<file path="src/rtl/fpm_arbiter.sv">
// rtl/fpm_arbiter.sv - two-requester round-robin front end for a shared pipelined FPM_32 with drain control
module fpm_arbiter #(
    parameter int LAT = 3,
    parameter int CW  = 16
) (
    input  logic          clk,
    input  logic          reset,
    input  logic          req0_valid,
    input  logic          req1_valid,
    input  logic [31:0]   req0_x,
    input  logic [31:0]   req0_y,
    input  logic [31:0]   req1_x,
    input  logic [31:0]   req1_y,
    output logic          req0_ready,
    output logic          req1_ready,
    output logic [31:0]   fpm_x,
    output logic [31:0]   fpm_y,
    input  logic [31:0]   fpm_m,
    output logic          rsp0_valid,
    output logic          rsp1_valid,
    output logic [31:0]   rsp_m,
    input  logic          drain_req,
    output logic          drain_done,
    output logic [CW-1:0] issue_cnt0,
    output logic [CW-1:0] issue_cnt1
);

    typedef enum logic [1:0] {RUN, DRAIN, DRAINED} state_t;

    state_t         state;
    logic           rr;
    logic [LAT-1:0] tag_v;
    logic [LAT-1:0] tag_id;
    logic [LAT-1:0] tag_v_shift;
    logic           run;
    logic           grant0;
    logic           grant1;

    always_comb begin
        run    = (state == RUN) && !reset;
        grant0 = run && req0_valid && (!req1_valid || !rr);
        grant1 = run && req1_valid && (!req0_valid || rr);
    end

    assign req0_ready = grant0;
    assign req1_ready = grant1;
    assign fpm_x      = grant0 ? req0_x : (grant1 ? req1_x : 32'h0);
    assign fpm_y      = grant0 ? req0_y : (grant1 ? req1_y : 32'h0);

    assign rsp0_valid = tag_v[LAT-1] && !tag_id[LAT-1];
    assign rsp1_valid = tag_v[LAT-1] && tag_id[LAT-1];
    assign rsp_m      = tag_v[LAT-1] ? fpm_m : 32'h0;

    // Tag valids as they will look after the next edge while draining (no new issue enters stage 0)
    always_comb begin
        tag_v_shift = '0;
        for (int k = 1; k < LAT; k++) begin
            tag_v_shift[k] = tag_v[k-1];
        end
    end

    always_ff @(posedge clk or posedge reset) begin
        if (reset) begin
            state      <= RUN;
            drain_done <= 1'b0;
            rr         <= 1'b0;
            tag_v      <= '0;
            tag_id     <= '0;
            issue_cnt0 <= '0;
            issue_cnt1 <= '0;
        end else begin
            tag_v[0]  <= grant0 | grant1;
            tag_id[0] <= grant1;
            for (int k = 1; k < LAT; k++) begin
                tag_v[k]  <= tag_v[k-1];
                tag_id[k] <= tag_id[k-1];
            end
            if (grant0) begin
                rr         <= 1'b1;
                issue_cnt0 <= issue_cnt0 + CW'(1);
            end
            if (grant1) begin
                rr         <= 1'b0;
                issue_cnt1 <= issue_cnt1 + CW'(1);
            end
            case (state)
                RUN: begin
                    if (drain_req) state <= DRAIN;
                end
                DRAIN: begin
                    if (tag_v_shift == '0) begin
                        state      <= DRAINED;
                        drain_done <= 1'b1;
                    end
                end
                DRAINED: begin
                    if (!drain_req) begin
                        state      <= RUN;
                        drain_done <= 1'b0;
                    end
                end
                default: begin
                    state      <= RUN;
                    drain_done <= 1'b0;
                end
            endcase
        end
    end

endmodule

</file>
<file path="config.mk">
export PLATFORM = sky130hd
export DESIGN_NAME = fpm_arbiter
export DESIGN_NICKNAME = d
export VERILOG_FILES = /design/src/rtl/fpm_arbiter.sv
export SDC_FILE = /design/constraint.sdc
export NUM_CORES = 1
export LEC_CHECK = 0
export CAP_MARGIN = 20
export CORE_AREA = 4 4 114 116
export DETAILED_ROUTE_END_ITERATION = 6
export DIE_AREA = 0 0 118 120
export PLACE_DENSITY = 0.77
export SYNTH_ARGS = -nofsm -noshare
export SYNTH_HDL_FRONTEND = slang
export SYNTH_SLANG_ARGS = --single-unit
</file>
<file path="constraint.sdc">
create_clock -name clk -period 4.1 [get_ports clk]
set_clock_uncertainty 0.2 [all_clocks]
set_input_delay 0.82 -clock clk [delete_from_list [all_inputs] [get_ports clk]]
set_output_delay 0.82 -clock clk [all_outputs]
set_load 0.01 [all_outputs]
</file>
== Word level (Yosys, flattened, before mapping) ==
Index checks and enable logic that the tools add are counted.
Storage, ports and cells
  input port bits: 165
  flip-flop bits (word level): 42
  output and inout port bits: 133
  logic and storage cells: 49
  bits in writable memories: 0
  memories: 0
  bits in read-only memories: 0
  bits in latches: 0
Operators by class
  eq/ne operators: 5
  multiply operators: 0
  muxes and demuxes: 14
  bitwise logic cells: 2
  divide/modulo/power cells: 0
  reductions and logical operators: 19
  add/subtract/negate cells: 2
  shift operators: 0
  magnitude comparators: 0
Operators with widths (number)
  $mux W32: 5
  $add A16 B1 Y16 const B: 2
  $logic_and A1 B1 Y1: 7
  $mux W2: 3
  $ne A2 B2 Y1 const B: 3
  $pmux W2 S3: 1
  $reduce_and A3 Y1: 2
  $logic_not A1 Y1: 5
  $mux W1: 4
  $logic_not A3 Y1: 1
  $pmux W1 S3: 1
  $eq A2 B1 Y1 const B: 1
  $eq A2 B2 Y1 const B: 1
  $logic_not A2 Y1: 1
  $logic_or A1 B1 Y1: 2
  $reduce_bool A2 Y1: 1
  $not A1 Y1: 1
  $or A1 B1 Y1: 1

== Logic depth before layout (Yosys ltp) ==
Gate-level depths: netlist of run 1.
  depth after elaboration: 6
  mapped depth: 6
  depth with buffers taken out: 5

== Worst setup path after synthesis of run 1 ==
Ideal clock, no wire load.
  path kind: in2out
  start: in reset
  end: out fpm_y[13]
  required time: 3.080 ns
  data arrival time: 1.774 ns
  stages on the path: 5
  path slack: 1.306 ns
  path buffers: 1
  path through: nor3_4 -> nand3_4 -> inv_2 -> clkbuf_1 -> a22o_1
On the way
  longest elaborated chain between the ends: 6
Ends and longest elaborated chain
  start: declaration: RTL line 7  | input logic reset,
  $logic_not A1 Y1 (no line) *
  $logic_and A1 B1 Y1 *: RTL line 40  | run = (state == RUN) && !reset;
  $logic_and A1 B1 Y1 (2 in a row): RTL line 42  | grant1 = run && req1_valid && (!req0_valid || rr);
  $mux W32: RTL line 48  | assign fpm_y = grant0 ? req0_y : (grant1 ? req1_y : 32'h0);
  $mux W32 *: RTL line 48
  end: declaration: RTL line 17  | output logic [31:0] fpm_y,
Mark *: on every way between the ends. The rest lies on a longest branch, timed or not.

== Worst setup path in the final report of run 1 ==
  start: in reset
  end: out fpm_y[17]
Same word-level chain as after synthesis.

==> results of run 1 <==
placed cells by master, fill, tap and decap left out, types with 7 or more instances in the layout:
master,netlist,routed
a22o_1,64,64
buf_4,2,7
nor3_1,7,7
nand3_1,10,10
and2_1,33,33
xnor2_1,13,13
clkdlybuf4s50_1,0,293
nand2_1,22,22
xor2_1,17,17
dfrtp_1,42,42
cell families after synthesis:
group / count (synthesis) / share of synthesized area (%)
flip-flops: 42 / 38.5
AO/OA/AOI/OAI: 68 / 21.4
XOR/XNOR: 30 / 9.62
adder cells (fa/ha/maj): 2 / 0.916
buffers and inverters: 24 / 4.58
AND/OR/NAND/NOR: 105 / 24.9
final cells by class:
type                    count  area [µm²]
diodes                      1        2.50
flip-flops and latches     42        1050
multi-input cells         205        1550
fillers                  1124        5860
clock buffers               7         143
well taps                 147         184
clock inverters             1        5.00
repair buffers            305        3090
inverters                   6        22.5
sequential cells by signal, summed over array words and instances (netlist names):
name / flops
state: 2
issue_cnt1: 16
tag_v: 3
drain_done: 1
issue_cnt0: 16
tag_id: 3
rr: 1
per-layer routing:
layer / GRT usage [%] / wire, µm / share of wire [%]
met1: 21.8 / 5520 / 37
met2: 38.7 / 7800 / 52
met3: 7.96 / 1480 / 9.8
met4: 4.76 / 255 / 1.7
met5: 0 / 0 / 0
worst max-delay path, stage by stage:
cell	delay [ns]
clkdlybuf4s50_1	0.46
nor3_4	0.27
nand3_4	0.11
inv_2	0.09
buf_4	0.28
a22o_1	0.22
clkdlybuf4s50_1	0.57
through the flow:
stage          util, %  total power [mW]  hold slack, ns
2_1_floorplan        -              1.04           0.131
3_3_place_gp      49.5              1.76           0.135
3_5_place_dp      49.5              1.77           0.140
4_1_cts           50.7              2.17           0.153
5_1_grt           50.8              2.28           0.164
6_report          50.8              2.14           0.150
path summary, 6_finish.rpt:
check,from,endpoint,cells past startpoint
setup / recovery,reset,fpm_y[17],7
hold / removal,tag_id[1]$_DFF_PP0_,tag_id[2]$_DFF_PP0_,0
setup reg to reg,state[1]$_DFFE_PP0P_,issue_cnt0[11]$_DFFE_PP0P_,4
hold reg to reg,tag_id[1]$_DFF_PP0_,tag_id[2]$_DFF_PP0_,0
max in group asynchronous,reset,tag_id[2]$_DFF_PP0_,3
min in group asynchronous,reset,tag_v[0]$_DFF_PP0_,2
power breakdown:
part	switching (mW)	total (mW)	internal, mW
Combinational	0.474	1.16	0.688
Sequential	0.106	0.595	0.489
Clock	0.142	0.383	0.241
==> impl_metrics.py, run 1 <==
metrics = {
    "run_status": {
        "status": "finished, final reports clean",
    },
    "drt": {
        "via_count": 3415,
        "drtIter0Drc": 145,
        "routedWlPerCell_um": 21.1,
        "dr.pass1.iters": 4,
        "antenna_left": 0,
        "viasPerCell": 4.78,
        "postRouteWirelength_mm": 15.1,
        "route.detailed.drc": 0,
    },
    "sta": {
        "setup_slack_ns": 0.252,
        "grt_setup_unrepaired": "false",
        "drv_slew": 0,
        "hold_viol_final": 0,
        "post-route-period-util_pct": 93.9,
        "tns_ns": 0,
        "max_freq_mhz": 260,
        "slew-limit-headroom_pct": 41.2,
        "setup_violations": 0,
        "tightest_slew_ns": 0.882,
        "fin_crit_ns": 3.85,
    },
    "global_routing": {
        "antenna_found_initial": 1,
        "track_usage_pct": 20.7,
        "grt_pass1_wl_mm": 22.5,
        "overflow": 0,
        "grt_start_max_net_pins": 43,
        "grt_pass1_vias": 3736,
    },
    "placement": {
        "dp_slack_ns": 0.229,
        "globalplace.congestion": 0.920,
        "hpwlAfterDp_mm": 12.6,
        "place_area_um2": 5900,
        "port_buffers": 297,
        "post-place-cells": 705,
    },
    "synth": {
        "synthTopCellsByArea": "dfrtp_1 38%, a22o_1 21%, and2_1 7.6%",
        "synthArstFlopShare_pct": 100,
        "synth_top_cells_by_count": "64 x a22o_1, 42 x dfrtp_1, 33 x and2_1",
        "synth_top_area_cell": "dfrtp_1",
        "netlist_instances": 271,
        "synth_seq_cells": 42,
        "yosys_warnings": 0,
        "ys.flop_type": "dfrtp_1",
        "syn_nets": 438,
        "syn_avg_cell_area_um2": 10.1,
        "synth_area_um2": 2730,
        "synth_cell_types": 34,
        "synth.most_common_cell": "a22o_1",
        "synth-edff-count": 0,
        "yosysSeqAreaShare_pct": 38.5,
        "synth.top_cell.area_share_pct": 38.5,
    },
    "floorplanning": {
        "pin_count": 298,
        "start_util_pct": 22.9,
        "rows": 40,
        "core_area_um2": 11900,
        "die_h_um": 120,
        "fp.dieW_um": 118,
        "dieArea_um2": 14200,
    },
    "clocking": {
        "post_cts_buffers": 0,
        "cts_tree": "built",
        "htreeDepth": 2,
        "cts.path.max_buffers": 2,
        "holdBufCountCts": 0,
        "cts_buffers": 5,
        "cts-root-buf": "clkbuf_16",
        "insertion_delay_ns": 0.27,
        "clock-sinks": 42,
        "clkTransAtPathRegs_ns": 0.05,
        "post_cts_resized": 0,
    },
    "critical_path": {
        "worst_setup_path_end_kind": "primary output",
        "startpoint_type": "primary input",
        "r2r_setup_slack_ns": 2.18,
        "crit_type": "in -> out",
        "critPathMaxFanout": 27,
        "cp.arrival_ns": 2.83,
        "crit_required_ns": 3.08,
    },
    "power_and_ir_drop": {
        "leakage_nw": 2.47,
        "peakVddDrop_v": 0.000170,
        "power_density_nw_per_um2": 354,
    },
    "cells_and_area": {
        "drive_above_1_share_pct": 5.83,
        "final_cells": 714,
        "nets": 732,
        "final_area_um2": 6050,
        "syn2layout_area_growth_pct": 121,
    },
    "hold_path": {
        "hold_class": "reg -> reg",
    },
    "flow_run": {
        "maxCapViolations": 0,
    },
}
No activity file was read; power rests on OpenSTA's default activity.
==> run 2: changes to the inputs <==
PLACE_DENSITY = 0.68   (was 0.77)
==> impl_metrics.py, run 2 (synthesis gave the netlist of run 1 again) <==
metrics = {
    "power_and_ir_drop": {
        "fin_total_pwr_mw": 2.13,
        "power_density_nw_per_um2": 352,
        "peakVddDrop_v": 0.000159,
        "leakage_nw": 2.49,
    },
    "hold_path": {
        "hold_class": "reg -> reg",
    },
    "floorplanning": {
        "die_h_um": 120,
        "pin_count": 298,
        "core_area_um2": 11900,
        "start_util_pct": 22.9,
        "rows": 40,
        "fp.dieW_um": 118,
        "dieArea_um2": 14200,
    },
    "cells_and_area": {
        "syn2layout_area_growth_pct": 122,
        "nets": 737,
        "fin_util_pct": 50.8,
        "final_cells": 720,
        "drive_above_1_share_pct": 6.65,
        "reg_top3": "issue_cnt0 (16), issue_cnt1 (16)",
        "final_area_um2": 6050,
        "fill_cells": 1125,
        "final_common_cell": "clkdlybuf4s50_1",
        "layout_common_cells": "293 x clkdlybuf4s50_1, 64 x a22o_1, 42 x dfrtp_1, 33 x and2_1, 22 x nand2_1",
    },
    "sta": {
        "hold_viol_final": 0,
        "fin_crit_ns": 3.90,
        "max_freq_mhz": 257,
        "tns_ns": 0,
        "grt_setup_unrepaired": "false",
        "setup_slack_ns": 0.205,
        "drv_slew": 0,
        "slew-limit-headroom_pct": 55.3,
        "setup_violations": 0,
        "post-route-period-util_pct": 95.0,
        "tightest_slew_ns": 0.670,
        "fin_hold_ws_ns": 0.151,
    },
    "drt": {
        "drtIter0Drc": 99,
        "viasPerCell": 4.84,
        "routedWlPerCell_um": 20.6,
        "via_count": 3484,
        "dr.pass1.iters": 4,
        "antenna_left": 0,
        "postRouteWirelength_mm": 14.8,
        "route.detailed.drc": 0,
    },
    "clocking": {
        "holdBufCountCts": 0,
        "cts_tree": "built",
        "cts_buffers": 5,
        "insertion_delay_ns": 0.28,
        "post_cts_resized": 0,
        "htreeDepth": 2,
        "clock-sinks": 42,
        "cts-root-buf": "clkbuf_16",
        "cts.path.max_buffers": 2,
        "post_cts_buffers": 0,
        "clkTransAtPathRegs_ns": 0.06,
    },
    "critical_path": {
        "worst_setup_path_end_kind": "primary output",
        "cp_cell_sequence": "clkdlybuf4s50_1 -> nor3_4 -> nand3_4 -> inv_2 -> buf_12 -> a22o_1 -> clkdlybuf4s50_1",
        "cpMostUsedCell": "clkdlybuf4s50_1",
        "cp_slowest_cell": "clkdlybuf4s50_1",
        "crit_type": "in -> out",
        "crit_required_ns": 3.08,
        "startpoint_type": "primary input",
        "cpPeakStageDelay_ns": 0.61,
        "cp.arrival_ns": 2.88,
        "critPathMaxFanout": 59,
    },
    "placement": {
        "place_area_um2": 5880,
        "port_buffers": 297,
        "hpwlAfterDp_mm": 12.5,
        "globalplace.congestion": 0.927,
        "dp_slack_ns": 0.229,
        "post-place-cells": 709,
    },
    "global_routing": {
        "track_usage_pct": 20.1,
        "grt_pass1_wl_mm": 21.9,
        "grt_start_max_net_pins": 60,
        "overflow": 0,
        "antenna_found_initial": 2,
        "grt_pass1_vias": 3595,
    },
    "run_status": {
        "status": "finished, final reports clean",
    },
    "flow_run": {
        "maxCapViolations": 0,
    },
}
## run 2: cell type report
class,instances,area (µm²),area share (%)
diodes,2,5.00,0.0827
well taps,147,184,3.04
clock inverters,2,13.8,0.227
repair buffers,310,3090,51.1
clock buffers,6,129,2.13
inverters,6,22.5,0.372
multi-input cells,205,1550,25.7
flip-flops and latches,42,1050,17.4
## run 2: worst paths after layout
kind	from	to	slack, ns	cells past startpoint
setup reg to reg	state[1]$_DFFE_PP0P_	issue_cnt0[11]$_DFFE_PP0P_	2.19	4
min in group asynchronous	reset	tag_v[2]$_DFF_PP0_	0.66	2
hold reg to reg	tag_id[1]$_DFF_PP0_	tag_id[2]$_DFF_PP0_	0.15	0
hold / removal	tag_id[1]$_DFF_PP0_	tag_id[2]$_DFF_PP0_	0.15	0
max in group asynchronous	reset	issue_cnt0[14]$_DFFE_PP0P_	2.46	4
setup / recovery	reset	fpm_y[11]	0.20	7
## run 2: metal layers
metal / vias up / global-route usage (%) / wire length (µm)
met3: 13 / 7.63 / 1390
met2: 199 / 37.2 / 7800
met4: 0 / 5.49 / 188
li1: 1593 / - / -
met1: 1679 / 21.3 / 5460
met5: - / 0 / 0
## run 2: report_power, final
part / total (mW) / internal [mW] / switching, mW
registers: 0.594 / 0.489 / 0.105
clock network: 0.383 / 0.226 / 0.158
logic: 1.15 / 0.681 / 0.472
total: 2.13 / 1.40 / 0.735
## run 2: critical path, delay by kind of cell
family / cells / cell delay (ns)
buf+inv: 4 / 1.39
simple gates: 2 / 0.40
compound gates: 1 / 0.21
==> run 3: changes to the inputs <==
CTS_BUF_LIST = sky130_fd_sc_hd__clkbuf_4 sky130_fd_sc_hd__clkbuf_8 sky130_fd_sc_hd__clkbuf_16   (was default)
==> impl_metrics.py, run 3 (synthesis gave the netlist of run 1 again) <==
metrics = {
    "cells_and_area": {
        "multi_input_area_um2": 1550,
        "reg_top3": "issue_cnt0 (16), issue_cnt1 (16)",
        "fill_cells": 1125,
        "layout_common_cells": "293 x clkdlybuf4s50_1, 64 x a22o_1, 42 x dfrtp_1, 33 x and2_1, 22 x nand2_1",
        "drive_above_1_share_pct": 6.83,
        "nets": 737,
        "syn2layout_area_growth_pct": 122,
        "final_area_um2": 6060,
        "seq_area_um2": 1050,
        "final_common_cell": "clkdlybuf4s50_1",
    },
    "clocking": {
        "post_cts_buffers": 0,
        "htreeDepth": 2,
        "holdBufCountCts": 0,
        "post_cts_resized": 0,
        "cts-root-buf": "clkbuf_16",
        "cts_tree": "built",
        "cts_buffers": 5,
        "insertion_delay_ns": 0.28,
        "clkTransAtPathRegs_ns": 0.06,
        "cts.path.max_buffers": 2,
        "clock-sinks": 42,
    },
    "drt": {
        "dr.pass1.iters": 4,
        "postRouteWirelength_mm": 14.8,
        "viasPerCell": 4.84,
        "via_count": 3484,
        "route.detailed.drc": 0,
        "antenna_left": 0,
        "routedWlPerCell_um": 20.6,
        "drtIter0Drc": 99,
    },
    "sta": {
        "drv_slew": 0,
        "max_freq_mhz": 257,
        "post-route-period-util_pct": 95.0,
        "slew-limit-headroom_pct": 55.3,
        "hold_viol_final": 0,
        "setup_violations": 0,
        "fin_crit_ns": 3.90,
        "grt_setup_unrepaired": "false",
        "tightest_slew_ns": 0.670,
        "tns_ns": 0,
    },
    "floorplanning": {
        "die_h_um": 120,
        "core_area_um2": 11900,
        "rows": 40,
        "start_util_pct": 22.9,
        "pin_count": 298,
        "fp.dieW_um": 118,
        "dieArea_um2": 14200,
    },
    "global_routing": {
        "antenna_found_initial": 2,
        "track_usage_pct": 20.1,
        "grt_start_max_net_pins": 60,
        "grt_pass1_wl_mm": 21.9,
        "grt_pass1_vias": 3595,
        "overflow": 0,
    },
    "placement": {
        "port_buffers": 297,
        "hpwlAfterDp_mm": 12.5,
        "place_area_um2": 5880,
        "globalplace.congestion": 0.927,
    },
    "power_and_ir_drop": {
        "peakVddDrop_v": 0.000162,
        "power_density_nw_per_um2": 353,
        "leakage_nw": 2.49,
    },
    "hold_path": {
        "min_path_cells": 0,
        "hold_class": "reg -> reg",
        "hp-start": "tag_id[1]$_DFF_PP0_",
    },
    "critical_path": {
        "worst_setup_path_end_kind": "primary output",
        "crit_type": "in -> out",
        "endpoint": "fpm_y[11]",
        "critPathMaxFanout": 59,
        "cp.arrival_ns": 2.88,
        "startpoint_type": "primary input",
        "crit_required_ns": 3.08,
        "r2r_start": "state[1]$_DFFE_PP0P_",
        "startpoint": "reset",
        "r2r_setup_slack_ns": 2.19,
        "ff2ff_path_depth": 4,
        "worstReg2RegEnd": "issue_cnt0[11]$_DFFE_PP0P_",
    },
    "flow_run": {
        "maxCapViolations": 0,
    },
    "run_status": {
        "status": "finished, final reports clean",
    },
}
[run 3: changes by cell type in the layout (fill, tap and decap cells not counted)]
cell,delta
clkbuf_1,-1
clkbuf_4,+1
[run 3: power by group]
part           leakage, nW  internal, mW  switching, mW  total [mW]
Clock               0.0743         0.232          0.158       0.390
Combinational         1.87         0.681          0.472        1.15
Sequential           0.547         0.489          0.105       0.594
[run 3: worst max-delay path, cell delays in order]
cell and delay [ns]:
clkdlybuf4s50_1 0.46, nor3_4 0.28, nand3_4 0.12, inv_2 0.09
buf_12 0.23, a22o_1 0.21, clkdlybuf4s50_1 0.61
[run 3: how the worst min path moves through the flow]
stage | end | slack (ns)
after floorplan | tag_id[1]$_DFF_PP0_ | 0.13
final | tag_id[2]$_DFF_PP0_ | 0.15
after global routing | tag_id[1]$_DFF_PP0_ | 0.16
after global placement | tag_id[1]$_DFF_PP0_ | 0.13
after detailed placement | tag_id[2]$_DFF_PP0_ | 0.13
after CTS | tag_id[2]$_DFF_PP0_ | 0.15
[run 3: per-stage QoR]
step	hold slack, ns	setup WS (ns)	total power, mW	util [%]	std cells
3_5_place_dp	0.135	0.229	1.76	49.3	709
5_1_grt	0.156	0.132	2.26	50.8	720
3_3_place_gp	0.135	0.240	1.75	49.3	709
6_report	0.151	0.205	2.14	50.8	720
4_1_cts	0.151	0.213	2.16	50.6	717
2_1_floorplan	0.131	1.31	1.04	-	271
[run 3: routing by layer]
layer | share of wire, % | vias to the layer above | track usage (%)
met5 | 0 | - | 0
met4 | 1.3 | 0 | 5.49
met3 | 9.4 | 13 | 7.63
met2 | 53 | 199 | 37.2
met1 | 37 | 1679 | 21.3
li1 | - | 1593 | -
[run 3: layout make-up]
class / instances / share of cell area [%]
Clock inverter: 2 / 0.227
Sequential cell: 42 / 17.4
Tap cell: 147 / 3.04
Multi-Input combinational cell: 205 / 25.7
Timing Repair Buffer: 310 / 51.1
Antenna cell: 2 / 0.0826
Clock buffer: 6 / 2.19
Inverter: 6 / 0.372
